File: src/rtl/dct_pkg.sv
// -----------------------------------------------------------------------------
// dct_pkg
//
// Shared definitions for the DCT/IDCT scaling stages:
//   - ERR_NOSOP / ERR_LEN : bit positions inside the 2-bit per-beat error word
//   - PTS_DEFAULT         : frame size assumed after reset
//   - frm_state_t         : frame tracker states
//   - fftpts_to_shift()   : frame size -> left-shift amount S
//   - pts_is_legal()      : true for the supported frame sizes 16..2048
// -----------------------------------------------------------------------------
package dct_pkg;

    localparam int ERR_NOSOP = 0;
    localparam int ERR_LEN   = 1;

    localparam logic [11:0] PTS_DEFAULT = 12'd2048;

    typedef enum logic {
        IDLE = 1'b0,
        BUSY = 1'b1
    } frm_state_t;

    // Two frame sizes share each shift amount. Unsupported sizes fall back to
    // the largest shift, which matches the default 2048-point frame.
    function automatic logic [4:0] fftpts_to_shift(input logic [11:0] pts);
        logic [4:0] s;
        case (pts)
            12'd2048, 12'd1024: s = 5'd16;
            12'd512,  12'd256:  s = 5'd15;
            12'd128,  12'd64:   s = 5'd14;
            12'd32,   12'd16:   s = 5'd13;
            default:            s = 5'd16;
        endcase
        return s;
    endfunction

    function automatic logic pts_is_legal(input logic [11:0] pts);
        logic ok;
        case (pts)
            12'd2048, 12'd1024, 12'd512, 12'd256,
            12'd128,  12'd64,   12'd32,  12'd16: ok = 1'b1;
            default:                             ok = 1'b0;
        endcase
        return ok;
    endfunction

endpackage : dct_pkg

File: src/rtl/idct_frame_checker.sv
// -----------------------------------------------------------------------------
// idct_frame_checker
//
// Tracks frame boundaries on the accepted input stream: latches the frame size
// on every sop beat, counts beats, and flags per-beat errors. Only present in
// builds with IDCT_PRESCALE_FRAMECHK_EN defined.
//
// Ports:
//   clk        in   clock, rising edge
//   rst        in   asynchronous active-high reset
//   accept     in   a beat is transferred this cycle
//   sop        in   current beat is first of frame
//   eop        in   current beat is last of frame
//   fftpts_in  in   frame size offered with the current beat
//   err        out  error flags for the current beat (valid when accept)
//   pts        out  frame size that applies to the current beat
// -----------------------------------------------------------------------------
module idct_frame_checker
    import dct_pkg::*;
(
    input  logic        clk,
    input  logic        rst,
    input  logic        accept,
    input  logic        sop,
    input  logic        eop,
    input  logic [11:0] fftpts_in,
    output logic [1:0]  err,
    output logic [11:0] pts
);

    frm_state_t  state, state_d;
    logic [11:0] count, count_d;
    logic [11:0] pts_q, pts_d;
    logic        sop_is_last;

    // A sop beat is measured against its own size; all others use the latch.
    assign pts = sop ? fftpts_in : pts_q;

    // NOTE: state registers use non-blocking assignments so every flop samples
    // the pre-edge values regardless of block ordering.
    always_ff @(posedge clk or posedge rst) begin
        if (rst) begin
            state <= IDLE;
            count <= '0;
            pts_q <= PTS_DEFAULT;
        end else begin
            state <= state_d;
            count <= count_d;
            pts_q <= pts_d;
        end
    end

    // NOTE: every variable driven here gets a default first, so no path through
    // the block leaves a value unassigned and no latch is inferred.
    always_comb begin
        state_d     = state;
        count_d     = count;
        pts_d       = pts_q;
        err         = 2'b00;
        sop_is_last = 1'b0;

        if (accept) begin
            if (sop) begin
                // A sop always (re)starts a frame. A sop seen mid-frame is a
                // length error on the interrupted frame, reported on this beat.
                sop_is_last  = (fftpts_in == 12'd1);
                pts_d        = fftpts_in;
                count_d      = 12'd1;
                err[ERR_LEN] = !pts_is_legal(fftpts_in)
                               || (eop != sop_is_last)
                               || (state == BUSY);
                state_d      = (eop || sop_is_last) ? IDLE : BUSY;
            end else if (state == IDLE) begin
                err[ERR_NOSOP] = 1'b1;
            end else if (count == pts_q - 12'd1) begin
                // Final beat by count: missing eop is an implicit end.
                err[ERR_LEN] = !eop;
                state_d      = IDLE;
                count_d      = '0;
            end else if (eop) begin
                err[ERR_LEN] = 1'b1;
                state_d      = IDLE;
                count_d      = '0;
            end else begin
                count_d = count + 12'd1;
            end
        end
    end

endmodule : idct_frame_checker

File: src/rtl/idct_prescaling.sv
// -----------------------------------------------------------------------------
// idct_prescaling
//
// Input-side scaler for the IDCT path. Sign-extends each complex sample from
// wDataIn to wDataOut bits and left-shifts it by a frame-size-dependent amount
// (13..16), undoing the output stage's scaling. One register stage with
// ready/valid backpressure; sink_ready is the only combinational path.
//
// Build option: IDCT_PRESCALE_FRAMECHK_EN
//   defined   - idct_frame_checker tracks frames and drives source_error
//   undefined - no frame checking, source_error is always 2'b00, a beat
//               without sop uses the last latched frame size
//
// Parameters:
//   wDataIn   input sample width (two's complement), default 24
//   wDataOut  output sample width, must be >= wDataIn+16, default 48
//
// Ports:
//   clk           in   clock, rising edge
//   rst           in   asynchronous active-high reset
//   sink_valid    in   input beat valid
//   sink_ready    out  block can accept a beat
//   sink_sop      in   first beat of frame
//   sink_eop      in   last beat of frame
//   sink_real     in   real sample
//   sink_imag     in   imaginary sample
//   fftpts_in     in   frame size, taken on an accepted sop beat
//   source_valid  out  output beat valid
//   source_ready  in   downstream accepts
//   source_sop    out  sop aligned with data
//   source_eop    out  eop aligned with data
//   source_real   out  scaled real sample
//   source_imag   out  scaled imaginary sample
//   source_error  out  bit0 missing sop, bit1 length error
//   fftpts_out    out  frame size that applies to the output beat
// -----------------------------------------------------------------------------
module idct_prescaling
    import dct_pkg::*;
#(
    parameter int wDataIn  = 24,
    parameter int wDataOut = 48
) (
    input  logic                clk,
    input  logic                rst,
    input  logic                sink_valid,
    output logic                sink_ready,
    input  logic                sink_sop,
    input  logic                sink_eop,
    input  logic [wDataIn-1:0]  sink_real,
    input  logic [wDataIn-1:0]  sink_imag,
    input  logic [11:0]         fftpts_in,
    output logic                source_valid,
    input  logic                source_ready,
    output logic                source_sop,
    output logic                source_eop,
    output logic [wDataOut-1:0] source_real,
    output logic [wDataOut-1:0] source_imag,
    output logic [1:0]          source_error,
    output logic [11:0]         fftpts_out
);

    localparam int EXT = wDataOut - wDataIn;

    logic                accept;
    logic [1:0]          beat_err;
    logic [11:0]         beat_pts;
    logic [4:0]          beat_shift;
    logic [wDataOut-1:0] real_ext;
    logic [wDataOut-1:0] imag_ext;
    logic [wDataOut-1:0] real_scaled;
    logic [wDataOut-1:0] imag_scaled;

    // The register may load whenever it is empty or being drained this cycle.
    assign sink_ready = !source_valid || source_ready;
    assign accept     = sink_valid && sink_ready;

`ifdef IDCT_PRESCALE_FRAMECHK_EN
    idct_frame_checker u_frame_checker (
        .clk       (clk),
        .rst       (rst),
        .accept    (accept),
        .sop       (sink_sop),
        .eop       (sink_eop),
        .fftpts_in (fftpts_in),
        .err       (beat_err),
        .pts       (beat_pts)
    );

    // A beat outside any frame has no trustworthy size, so it gets the
    // default shift rather than the stale latched one.
    assign beat_shift = beat_err[ERR_NOSOP] ? 5'd16 : fftpts_to_shift(beat_pts);
`else
    logic [11:0] pts_latched;

    always_ff @(posedge clk or posedge rst) begin
        if (rst) begin
            pts_latched <= PTS_DEFAULT;
        end else if (accept && sink_sop) begin
            pts_latched <= fftpts_in;
        end
    end

    assign beat_pts   = sink_sop ? fftpts_in : pts_latched;
    assign beat_err   = 2'b00;
    assign beat_shift = fftpts_to_shift(beat_pts);
`endif

    // Exact scaling: with EXT >= 16 and S <= 16 no significant bit is lost.
    assign real_ext    = {{EXT{sink_real[wDataIn-1]}}, sink_real};
    assign imag_ext    = {{EXT{sink_imag[wDataIn-1]}}, sink_imag};
    assign real_scaled = real_ext << beat_shift;
    assign imag_scaled = imag_ext << beat_shift;

    // NOTE: the datapath registers are reset too, so every output reads a
    // defined value (zero) while reset is held, not just source_valid.
    always_ff @(posedge clk or posedge rst) begin
        if (rst) begin
            source_valid <= 1'b0;
            source_sop   <= 1'b0;
            source_eop   <= 1'b0;
            source_real  <= '0;
            source_imag  <= '0;
            source_error <= 2'b00;
            fftpts_out   <= PTS_DEFAULT;
        end else if (accept) begin
            source_valid <= 1'b1;
            source_sop   <= sink_sop;
            source_eop   <= sink_eop;
            source_real  <= real_scaled;
            source_imag  <= imag_scaled;
            source_error <= beat_err;
            fftpts_out   <= beat_pts;
        end else if (source_ready) begin
            // Payload is left as-is; it is only meaningful with source_valid.
            source_valid <= 1'b0;
        end
    end

endmodule : idct_prescaling

File: config.mk
export PLATFORM = sky130hd
export DESIGN_NAME = idct_prescaling
export DESIGN_NICKNAME = d
export VERILOG_FILES = /design/src/rtl/dct_pkg.sv /design/src/rtl/idct_frame_checker.sv /design/src/rtl/idct_prescaling.sv
export SDC_FILE = /design/constraint.sdc
export NUM_CORES = 1
export LEC_CHECK = 0
export BUFFER_PORTS_ARGS = -buffer_cell sky130_fd_sc_hd__buf_4
export CAP_MARGIN = 40
export CORE_AREA = 3 3 113 115
export DETAILED_ROUTE_END_ITERATION = 7
export DIE_AREA = 0 0 116 118
export GPL_TIMING_DRIVEN = 0
export PLACE_DENSITY = 0.78
export SETUP_SLACK_MARGIN = 0.3
export SLEW_MARGIN = 20
export SYNTH_ARGS = -nofsm -noshare
export SYNTH_HDL_FRONTEND = slang
export SYNTH_HIERARCHICAL = 1
export SYNTH_SLANG_ARGS = --single-unit
export TNS_END_PERCENT = 10
File: constraint.sdc
create_clock -name clk -period 7.1 [get_ports clk]
set_input_delay 0.71 -clock clk [delete_from_list [all_inputs] [get_ports clk]]
set_output_delay 0.71 -clock clk [all_outputs]
set_load 0.02 [all_outputs]
==> results.rst <==
.. list-table::
   :header-rows: 1

   * - Metric
     - Value
   * - Average cell area after synthesis
     - 10.4 sq um
   * - Flop and latch count out of synthesis
     - 123
   * - Post-DRT Antenna Nets
     - 0
   * - Critical path arrival
     - between 3000 and 4000 ps
   * - Required @ worst endpoint
     - 7390 ps
   * - Maximum capacitance violations
     - 0
   * - Clock tree root buffer cell
     - sky130_fd_sc_hd__clkbuf_16
   * - Final-report hold violation count
     - 0
   * - Proportion of layout cells with a drive suffix above 1
     - 31.6%
   * - Leak Pwr
     - 0.00393 uW
   * - Highest-count cells in the layout ignoring fill and taps
     - 180 x sky130_fd_sc_hd__buf_4, 121 x sky130_fd_sc_hd__dfrtp_1, 81 x sky130_fd_sc_hd__nand2_1, 53 x sky130_fd_sc_hd__o21ai_0, 33 x sky130_fd_sc_hd__clkbuf_1
   * - Achievable frequency
     - 361 MHz
   * - Vias per cell
     - 6.02
   * - Worst hold path type
     - in -> async
   * - Cts bufs inserted
     - 17
   * - Post-detailed-route DRC marker count
     - 0
   * - Clock Path Buffers
     - 2
   * - Maximum ir drop on the vdd rail
     - 0.000150 V
   * - Most frequent standard cell in the layout excluding fill and tap cells
     - sky130_fd_sc_hd__buf_4
   * - Endpoints failing setup
     - 0
   * - Outcome
     - finished clean
   * - Final wirelength
     - 18800 um
   * - Power density relative to cell area
     - 269 nW/um^2
   * - YS warnings
     - 6
   * - Non-filler instance count after layout
     - 926
   * - Worst clock skew on the final layout
     - 8.79 ps
   * - Worst skew pair latency
     - 420 ps
   * - Port Buf Inserts
     - 177
   * - Post-CTS sizing
     - 0
   * - Clock-pin slew on the worst setup and hold paths
     - 60 ps
   * - Post-route setup TNS
     - 0 ps
   * - Final antenna diode count
     - 0
   * - Final GP Congestion
     - 0.897
   * - Slew at the pin with the worst max-slew slack
     - 785 ps
   * - Tightest slew margin relative to the limit
     - 47.7%
   * - Type of the setup path with the least slack
     - in -> reg
   * - Number of instances in the synthesized netlist
     - 568
   * - Post-synthesis cell type count
     - 53
   * - Pin count of the biggest net entering global routing
     - 69
   * - Main synth FF type
     - sky130_fd_sc_hd__dfrtp_1
   * - Fraction of the yosys area taken by sequential cells
     - 52.3%
   * - Worst setup EP type
     - flip-flop
   * - Instance count after placement with tap cells included
     - 894
   * - Iteration-0 DRC Markers
     - 545
   * - Antenna violations before repair
     - 0
   * - Via count
     - 5571
   * - Cts-stage hold buffer count
     - 0
   * - Post-synth EDFFs
     - 0
   * - Via count of the first global-routing pass
     - 5480
   * - Clock tree from TritonCTS
     - built
   * - Ratio of final minimum period to clock period
     - slightly below 40%
   * - Pre-antenna DRT Iters
     - 5
   * - Startpoint type of the worst setup path
     - input pin
   * - Slew Limit Fails
     - 0
   * - Vertical die dimension
     - 118 um
   * - Global-route wire length before repair
     - 29800 um
   * - Width of the die
     - between 100 and 150 um
   * - Hpwl dp
     - 13500 um
   * - Std-Cell Core Area
     - 11900 sq um
   * - Fillcell total
     - 962
   * - Async set or reset register ratio after synthesis
     - 100%
   * - Die area
     - 13700 sq um
   * - Routed wire per std cell
     - 20.3 um
   * - Area added between synthesis and finish
     - 36.7%
   * - Standard-cell row count
     - 40
   * - H-Tree Level Count
     - 4
   * - Setup repair after global routing missed its margin
     - false
   * - Grt ovf
     - 0
   * - Post-CTS repair timing setup buffer count
     - 0
   * - CP Max Fanout
     - 10
   * - Starting Density
     - 49.4%
   * - Cell area after synthesis
     - slightly below 6000 sq um
   * - GRT Resource Usage Total
     - 27.7%
   * - Post-route minimum period
     - 2770 ps
   * - Number of nets in the layout
     - 832
   * - Ports
     - 180
   * - Number of clock sinks seen by CTS
     - 123
[worst paths after layout]
| kind | start | end | slack, ps | cells after the start |
|---|---|---|---|---|
| max | sink_sop | source_imag[23]$_DFFE_PP0P_ | 4330 | 9 |
| min | rst | source_imag[7]$_DFFE_PP0P_ | 340 | 2 |
| max reg2reg | pts_latched[2]$_DFFE_PP0P_ | source_real[28]$_DFFE_PP0P_ | 4450 | 7 |
| min reg2reg | source_imag[44]$_DFFE_PP0P_ | source_imag[44]$_DFFE_PP0P_ | 480 | 1 |
| max in group asynchronous | rst | pts_latched[11]$_DFFE_PP1P_ | 6040 | 3 |
| min in group clk | source_imag[44]$_DFFE_PP0P_ | source_imag[44]$_DFFE_PP0P_ | 480 | 1 |
[Yosys cell counts, drive strengths merged (3+ instances only)]
cell	count	share of area, %
nor4	3	0.32
a221o	28	4.8
nand2b	3	0.32
xnor2	4	0.59
nand3	10	0.85
o221ai	28	4.2
a22oi	7	0.89
mux2	17	3.3
buf	17	1.5
dfrtp	121	51
and3	7	0.74
nor3b	3	0.38
a21o	19	2.4
nor3	4	0.34
nor2	19	1.2
o21ai	55	4.7
and2	28	3.0
clkbuf	32	2.0
o31ai	4	0.51
o211ai	4	0.74
a31oi	5	0.53
o21a	6	0.76
nand2	82	5.3
inv	5	0.32
mux2i	16	2.7
o22ai	4	0.66
a21oi	9	0.76
a221oi	3	0.45
[metrics by stage]
step	instance area (sq um)	setup WS (ps)	hold slack, ps	total power [uW]	utilization, %
5_1_grt	8050	4220	361	2250	67.6
2_1_floorplan	5890	3120	502	1070	-
3_3_place_gp	7400	1870	459	1270	62.2
3_5_place_dp	7440	3960	464	1290	62.4
4_1_cts	8050	4390	352	2180	67.6
6_report	8050	4330	335	2160	67.6
[state kept, by name, summed over array words and instances (netlist names)]
register      count
source_eop        1
source_valid      1
fftpts_out       12
pts_latched      12
source_sop        1
source_real      48
source_imag      48
[where the power goes]
| group | total (uW) | switching, uW | leakage [uW] | internal (uW) |
|---|---|---|---|---|
| clock network | 887 | 324 | 0.000290 | 563 |
| logic | 440 | 258 | 0.00209 | 182 |
| registers | 837 | 55.8 | 0.00155 | 781 |
[worst max-delay path, cell delays in order]
cell and delay (ps):
sky130_fd_sc_hd__buf_4 130, sky130_fd_sc_hd__buf_2 180, sky130_fd_sc_hd__nor3_1 520, sky130_fd_sc_hd__a22o_1 360, sky130_fd_sc_hd__nand3_1 200, sky130_fd_sc_hd__clkbuf_1 340
sky130_fd_sc_hd__and3_1 290, sky130_fd_sc_hd__a211oi_1 200, sky130_fd_sc_hd__o21ai_0 130
[metal layers]
layer  vias up  track usage (%)  part of all wire [%]
li1       2506                -                     -
met1      2683             38.2                    42
met2       319             41.1                    46
met3        63             6.17                   8.2
met4         0             13.5                   4.2
met5         -                0                     0
[cell type report]
class	instances	area, sq um	area share, %
Buffer	49	206	2.57
Clock buffer	19	443	5.50
Clock inverter	13	166	2.07
Inverter	5	23.8	0.295
Multi-Input combinational cell	392	2590	32.1
Sequential cell	123	3080	38.3
Tap cell	147	184	2.29
Timing Repair Buffer	178	1360	16.9
[logic make-up (layout without fill, tap and decap cells)]
logic type             after synthesis  in the layout  share of synthesized area [%]
AND/OR/NAND/NOR                    166            166                           13.3
XOR/XNOR                             6              6                          0.892
multiplexers                        33             33                           5.97
buffers and inverters               54            264                           3.82
other                                1              2                         0.0637
AO/OA/AOI/OAI                      185            185                           23.6
flip-flops                         123            123                           52.3
Note: power is estimated with default switching activity, not from simulation.
